## src/rtl/axi_elastic_buffer.sv

```systemverilog
// axi_elastic_buffer
//   Depth-entry circular buffer with valid/ready handshakes on both sides, used
//   on AXI channel paths. ready_o depends only on the fill level, never on
//   ready_i, so the ready path is cut. With FallThrough=1 an empty buffer
//   passes the upstream beat straight through in the same cycle.
//
//   Optional feature macro: AXI_ELASTIC_BUFFER_STATS_EN
//     adds stall_cnt_o (saturating stall-cycle counter) and max_cnt_o
//     (high-water mark of the fill level).
//
// Ports
//   clk_i    clock, rising edge
//   rst_i    synchronous active-high reset
//   flush_i  synchronous clear of all stored entries (contents kept)
//   valid_i / ready_o / data_i   upstream handshake and payload
//   valid_o / ready_i / data_o   downstream handshake and payload
//   count_o  number of stored entries
module axi_elastic_buffer #(
    parameter int unsigned DataWidth   = 32,
    parameter int unsigned Depth       = 2,
    parameter int unsigned FallThrough = 0,
    parameter int unsigned CntWidth    = $clog2(Depth + 1)
) (
    input  logic                 clk_i,
    input  logic                 rst_i,
    input  logic                 flush_i,
    input  logic                 valid_i,
    output logic                 ready_o,
    input  logic [DataWidth-1:0] data_i,
    output logic                 valid_o,
    input  logic                 ready_i,
    output logic [DataWidth-1:0] data_o,
    output logic [CntWidth-1:0]  count_o
`ifdef AXI_ELASTIC_BUFFER_STATS_EN
    ,
    output logic [31:0]          stall_cnt_o,
    output logic [CntWidth-1:0]  max_cnt_o
`endif
);

    localparam int unsigned         PtrW    = (Depth > 1) ? $clog2(Depth) : 1;
    localparam logic [PtrW-1:0]     LastPtr = PtrW'(Depth - 1);
    localparam logic [CntWidth-1:0] Full    = CntWidth'(Depth);

    logic [DataWidth-1:0] mem_q [Depth];
    logic [PtrW-1:0]      wptr_q, wptr_d, rptr_q, rptr_d;
    logic [CntWidth-1:0]  cnt_q, cnt_d;

    logic empty, ft_pass, bypass, push, pop, wr_en, rd_en;

    assign empty   = (cnt_q == '0);
    // Output is driven straight from the input only when empty in fall-through mode.
    assign ft_pass = (FallThrough != 0) & empty;
    assign ready_o = (cnt_q != Full) & ~rst_i;
    assign valid_o = ~rst_i & (ft_pass ? valid_i : ~empty);
    assign data_o  = ft_pass ? data_i : mem_q[rptr_q];
    assign count_o = cnt_q;

    assign push   = valid_i & ready_o;
    assign pop    = valid_o & ready_i;
    // A beat consumed in the same cycle it arrives at an empty buffer is never stored.
    assign bypass = ft_pass & valid_i & ready_i;
    assign wr_en  = push & ~bypass;
    assign rd_en  = pop & ~bypass;

    always_comb begin
        wptr_d = wptr_q;
        rptr_d = rptr_q;
        cnt_d  = cnt_q;
        if (flush_i) begin
            wptr_d = '0;
            rptr_d = '0;
            cnt_d  = '0;
        end else begin
            if (wr_en) wptr_d = (wptr_q == LastPtr) ? '0 : wptr_q + 1'b1;
            if (rd_en) rptr_d = (rptr_q == LastPtr) ? '0 : rptr_q + 1'b1;
            cnt_d = cnt_q + CntWidth'(wr_en) - CntWidth'(rd_en);
        end
    end

    always_ff @(posedge clk_i) begin
        if (rst_i) begin
            wptr_q <= '0;
            rptr_q <= '0;
            cnt_q  <= '0;
            for (int i = 0; i < Depth; i++) mem_q[i] <= '0;
        end else begin
            wptr_q <= wptr_d;
            rptr_q <= rptr_d;
            cnt_q  <= cnt_d;
            if (wr_en && !flush_i) mem_q[wptr_q] <= data_i;
        end
    end

`ifdef AXI_ELASTIC_BUFFER_STATS_EN
    logic [31:0]         stall_q;
    logic [CntWidth-1:0] max_q;

    always_ff @(posedge clk_i) begin
        if (rst_i) begin
            stall_q <= '0;
            max_q   <= '0;
        end else begin
            if (flush_i)                                     stall_q <= '0;
            else if (valid_o && !ready_i && stall_q != '1)   stall_q <= stall_q + 32'd1;
            // Track next-state so max_cnt_o never lags count_o.
            if (cnt_d > max_q) max_q <= cnt_d;
        end
    end

    assign stall_cnt_o = stall_q;
    assign max_cnt_o   = max_q;
`endif

`ifndef SYNTHESIS
    a_cnt_range: assert property (@(posedge clk_i) cnt_q <= Full);
    a_no_push_full: assert property (@(posedge clk_i) disable iff (rst_i)
        !(push && cnt_q == Full));
    a_valid_stable: assert property (@(posedge clk_i) disable iff (rst_i)
        (valid_i && !ready_o) |=> valid_i);
`endif

endmodule

```

## config.mk

```make
export PLATFORM = sky130hd
export DESIGN_NAME = axi_elastic_buffer
export DESIGN_NICKNAME = d
export VERILOG_FILES = /design/src/rtl/axi_elastic_buffer.sv
export SDC_FILE = /design/constraint.sdc
export NUM_CORES = 1
export LEC_CHECK = 0
export BUFFER_PORTS_ARGS = -buffer_cell sky130_fd_sc_hd__buf_2
export CORE_UTILIZATION = 35
export CTS_CLUSTER_SIZE = 24
export DETAILED_ROUTE_END_ITERATION = 10
export GPL_ROUTABILITY_DRIVEN = 0
export HOLD_SLACK_MARGIN = 0.05
export MAX_ROUTING_LAYER = met4
export PLACE_DENSITY_LB_ADDON = 0.15
export SLEW_MARGIN = 30
export SYNTH_ARGS = -nofsm -noshare
export SYNTH_HDL_FRONTEND = slang
export SYNTH_SLANG_ARGS = --single-unit
```

## constraint.sdc

```tcl
create_clock -name clk_i -period 2.4 [get_ports clk_i]
set_input_delay 0.24 -clock clk_i [delete_from_list [all_inputs] [get_ports clk_i]]
set_output_delay 0.24 -clock clk_i [all_outputs]
set_load 0.05 [all_outputs]
```

==> impl_metrics.ini <==
[run_status]
run_status = finished, final reports clean

[critical_path]
timing.critical_path.max_delay_family = simple AND/OR/NAND/NOR gates
r2r_start = count_o[0]
crit_path_cell_trace = nor2b_4 -> nor4b_4 -> or2_2
path_depth = 3
crit_path_top_delay_cell = or2_2
timing.critical_path.required_ps = 2350
worst_setup_path_end_kind = flop
slowest_delay_ps = 700
worstPathMaxFanout = 32
critPathArrivalTime_ps = 1840
critical_path_buf_inv_count = 0
r2r.worst_path.cells = 3
setup_crit_start_kind = flop
critical_path_class = reg -> reg
timing.critical_path.from = count_o[0]

[synth]
synth.ff_latch_count = 69
yosysTopAreaCell = edfxtp_1
mappedNetlistNets = 238
post-synth-top-count-cell = and2_1
synthFlopType = edfxtp_1
async_flop_share_pct = 0
synth_top_cells_by_count = and2_1, edfxtp_1, mux2_2, buf_6, dfxtp_1
syn-instance-count = 199
synth.top_cell.area_share_pct = 62.5
yosysSeqAreaShare_pct = 65.7
synth_enable_flop_cells = 64
yosysWarningCount = 0
synth_area_um2 = 3080
post_synth_num_cell_types = 23
avgSynthCellArea_um2 = 15.5
yosys-top-cells-area = edfxtp_1, and2_1, mux2_2, dfxtp_1, buf_6

[sta]
final.period_utilization_pct = 78.6
rsz0062_at_grt = no
tightest_slew_ps = 844
finalCriticalPeriod_ps = 1890
slew-limit-headroom_pct = 43.8
final-hold-violation-count = 0
fmaxAchievable_ghz = 0.530
drv_slew = 0
finalSetupViolations = 0
totalNegativeSetupSlack_ps = 0
clock_skew_ps = 8.57

[clock_tree]
cts-root-to-sink-buffers = 2
clock_sinks = 69
worstSkewPairLatency_ps = 330
clock_tree_from_tritoncts = built
cts_made_buffers = 9
cts-hold-fix-buffers = 0
clk_slew_on_worst_s_h_paths_ps = 80
htreeDepth = 3
post_cts_resized = 0
cts.root.buffer_cell = clkbuf_8
postCtsSetupBuffers = 0

[drt]
drc = 0
detailed_routing_iteration_count_for_the_pre_antenna_repair_pass = 4
routed_wire_length_per_instance_um = 14.9
totalWireLength_um = 5720
via_count = 1746
route.detailed.vias_per_inst = 4.54
antenna_left = 0
initialDrtViolationCount = 73

[min_path]
hold_sp = data_i[11]
timing.hold.worst_path_depth = 2
timing.hold.worst.class = in -> reg

[die]
die_height_um = 95.8
num_rows = 33
floorplan.die_area_um2 = 9170
floorplan.core_area_um2 = 8380
initial_core_utilization_pct = 36.7
top_level_ports = 73
die_w_um = 95.8

[grt]
global_route_overflow = 0
grt_start_max_net_pins = 34
first_global_vias = 1782
number_of_antenna_violations_at_the_first_check_in_global_routing = 0
grt_util_all_layers_pct = 14.0
grt_pass1_wl_um = 8970

[run]
drv.max_cap_violation_count = 0

[place]
post_dp_cell_area_um2 = 3520
hpwlAfterDp_um = 3520
port-buffer-count = 72

[layout]
final_layout_size_suffix_gt1_share_pct = 46.4
stdcell_area_um2 = 3780
layout-area-overhead-vs-synth_pct = 22.9
fin_nets = 315
number_of_antenna_repair_diodes = 0

[power]
cellLeakagePower_nw = 1.57
power.density_cell_area_nw_per_um2 = 774
worst_ir_drop_vdd_uv = 254
kinds of logic after synthesis:
group | share of synthesized area (%)
adders and majority gates | 0.813
DFF | 65.7
muxes | 11.7
AOI/OAI and AO/OA | 0.895
xor gates and xnor gates | 0.569
buffers and inverters | 2.93
and+or+nand+nor | 17.4
worst paths after layout:
check,slack (ps),endpoint
max reg2reg,510,mem_q[1][5]
max,510,mem_q[1][5]
min reg2reg,490,rptr_q
min,190,mem_q[0][11]
through the flow:
step / instances / utilization (%) / power [mW] / setup WS [ps] / hold slack (ps)
2_1_floorplan: 199 / - / 1.63 / 177 / 421
6_report: 385 / 45.1 / 2.93 / 512 / 193
3_3_place_gp: 370 / 42.0 / 1.72 / 512 / 481
5_1_grt: 385 / 45.1 / 3.04 / 382 / 173
4_1_cts: 385 / 45.1 / 2.96 / 476 / 173
3_5_place_dp: 370 / 42.0 / 1.72 / 493 / 470
layout make-up:
class,count,area [um2]
timing repair buffer,76,390
fill,805,4600
tap,105,131
multi-input combinational,119,972
inverter,1,3.75
clock buffer,9,124
clock inverter,6,136
sequential,69,2020
flip-flops by register name, summed over array words and instances, names as in the netlist, named ones only:
register and count:
count_o 2, mem_q 64, rptr_q 1, wptr_q 1
where the power goes:
group          internal (mW)  total [mW]  switching [mW]
clock network          0.792        1.24           0.446
logic                 0.0891       0.301           0.211
registers               1.37        1.39          0.0148
total                   2.25        2.93           0.673
layout by cell type (no fill, tap or decap), types with 2 or more instances in the layout:
| cell type | Yosys | routed |
|---|---|---|
| buf_4 | 0 | 4 |
| mux2_2 | 31 | 31 |
| edfxtp_1 | 64 | 64 |
| or2_2 | 2 | 2 |
| o21ai_0 | 2 | 2 |
| xnor2_1 | 2 | 2 |
| bufinv_16 | 0 | 4 |
| nand2_1 | 2 | 2 |
| buf_2 | 3 | 72 |
| ha_1 | 2 | 2 |
| and2_1 | 67 | 67 |
| clkbuf_8 | 0 | 9 |
| dfxtp_1 | 5 | 5 |
layer usage:
metal	routed length, um	track usage [%]	vias up
met5	0	-	-
met4	39	5.60	0
met3	249	3.16	5
met2	2790	22.0	49
met1	2640	17.5	834
li1	-	-	858
(Power assumes the default switching activity.)
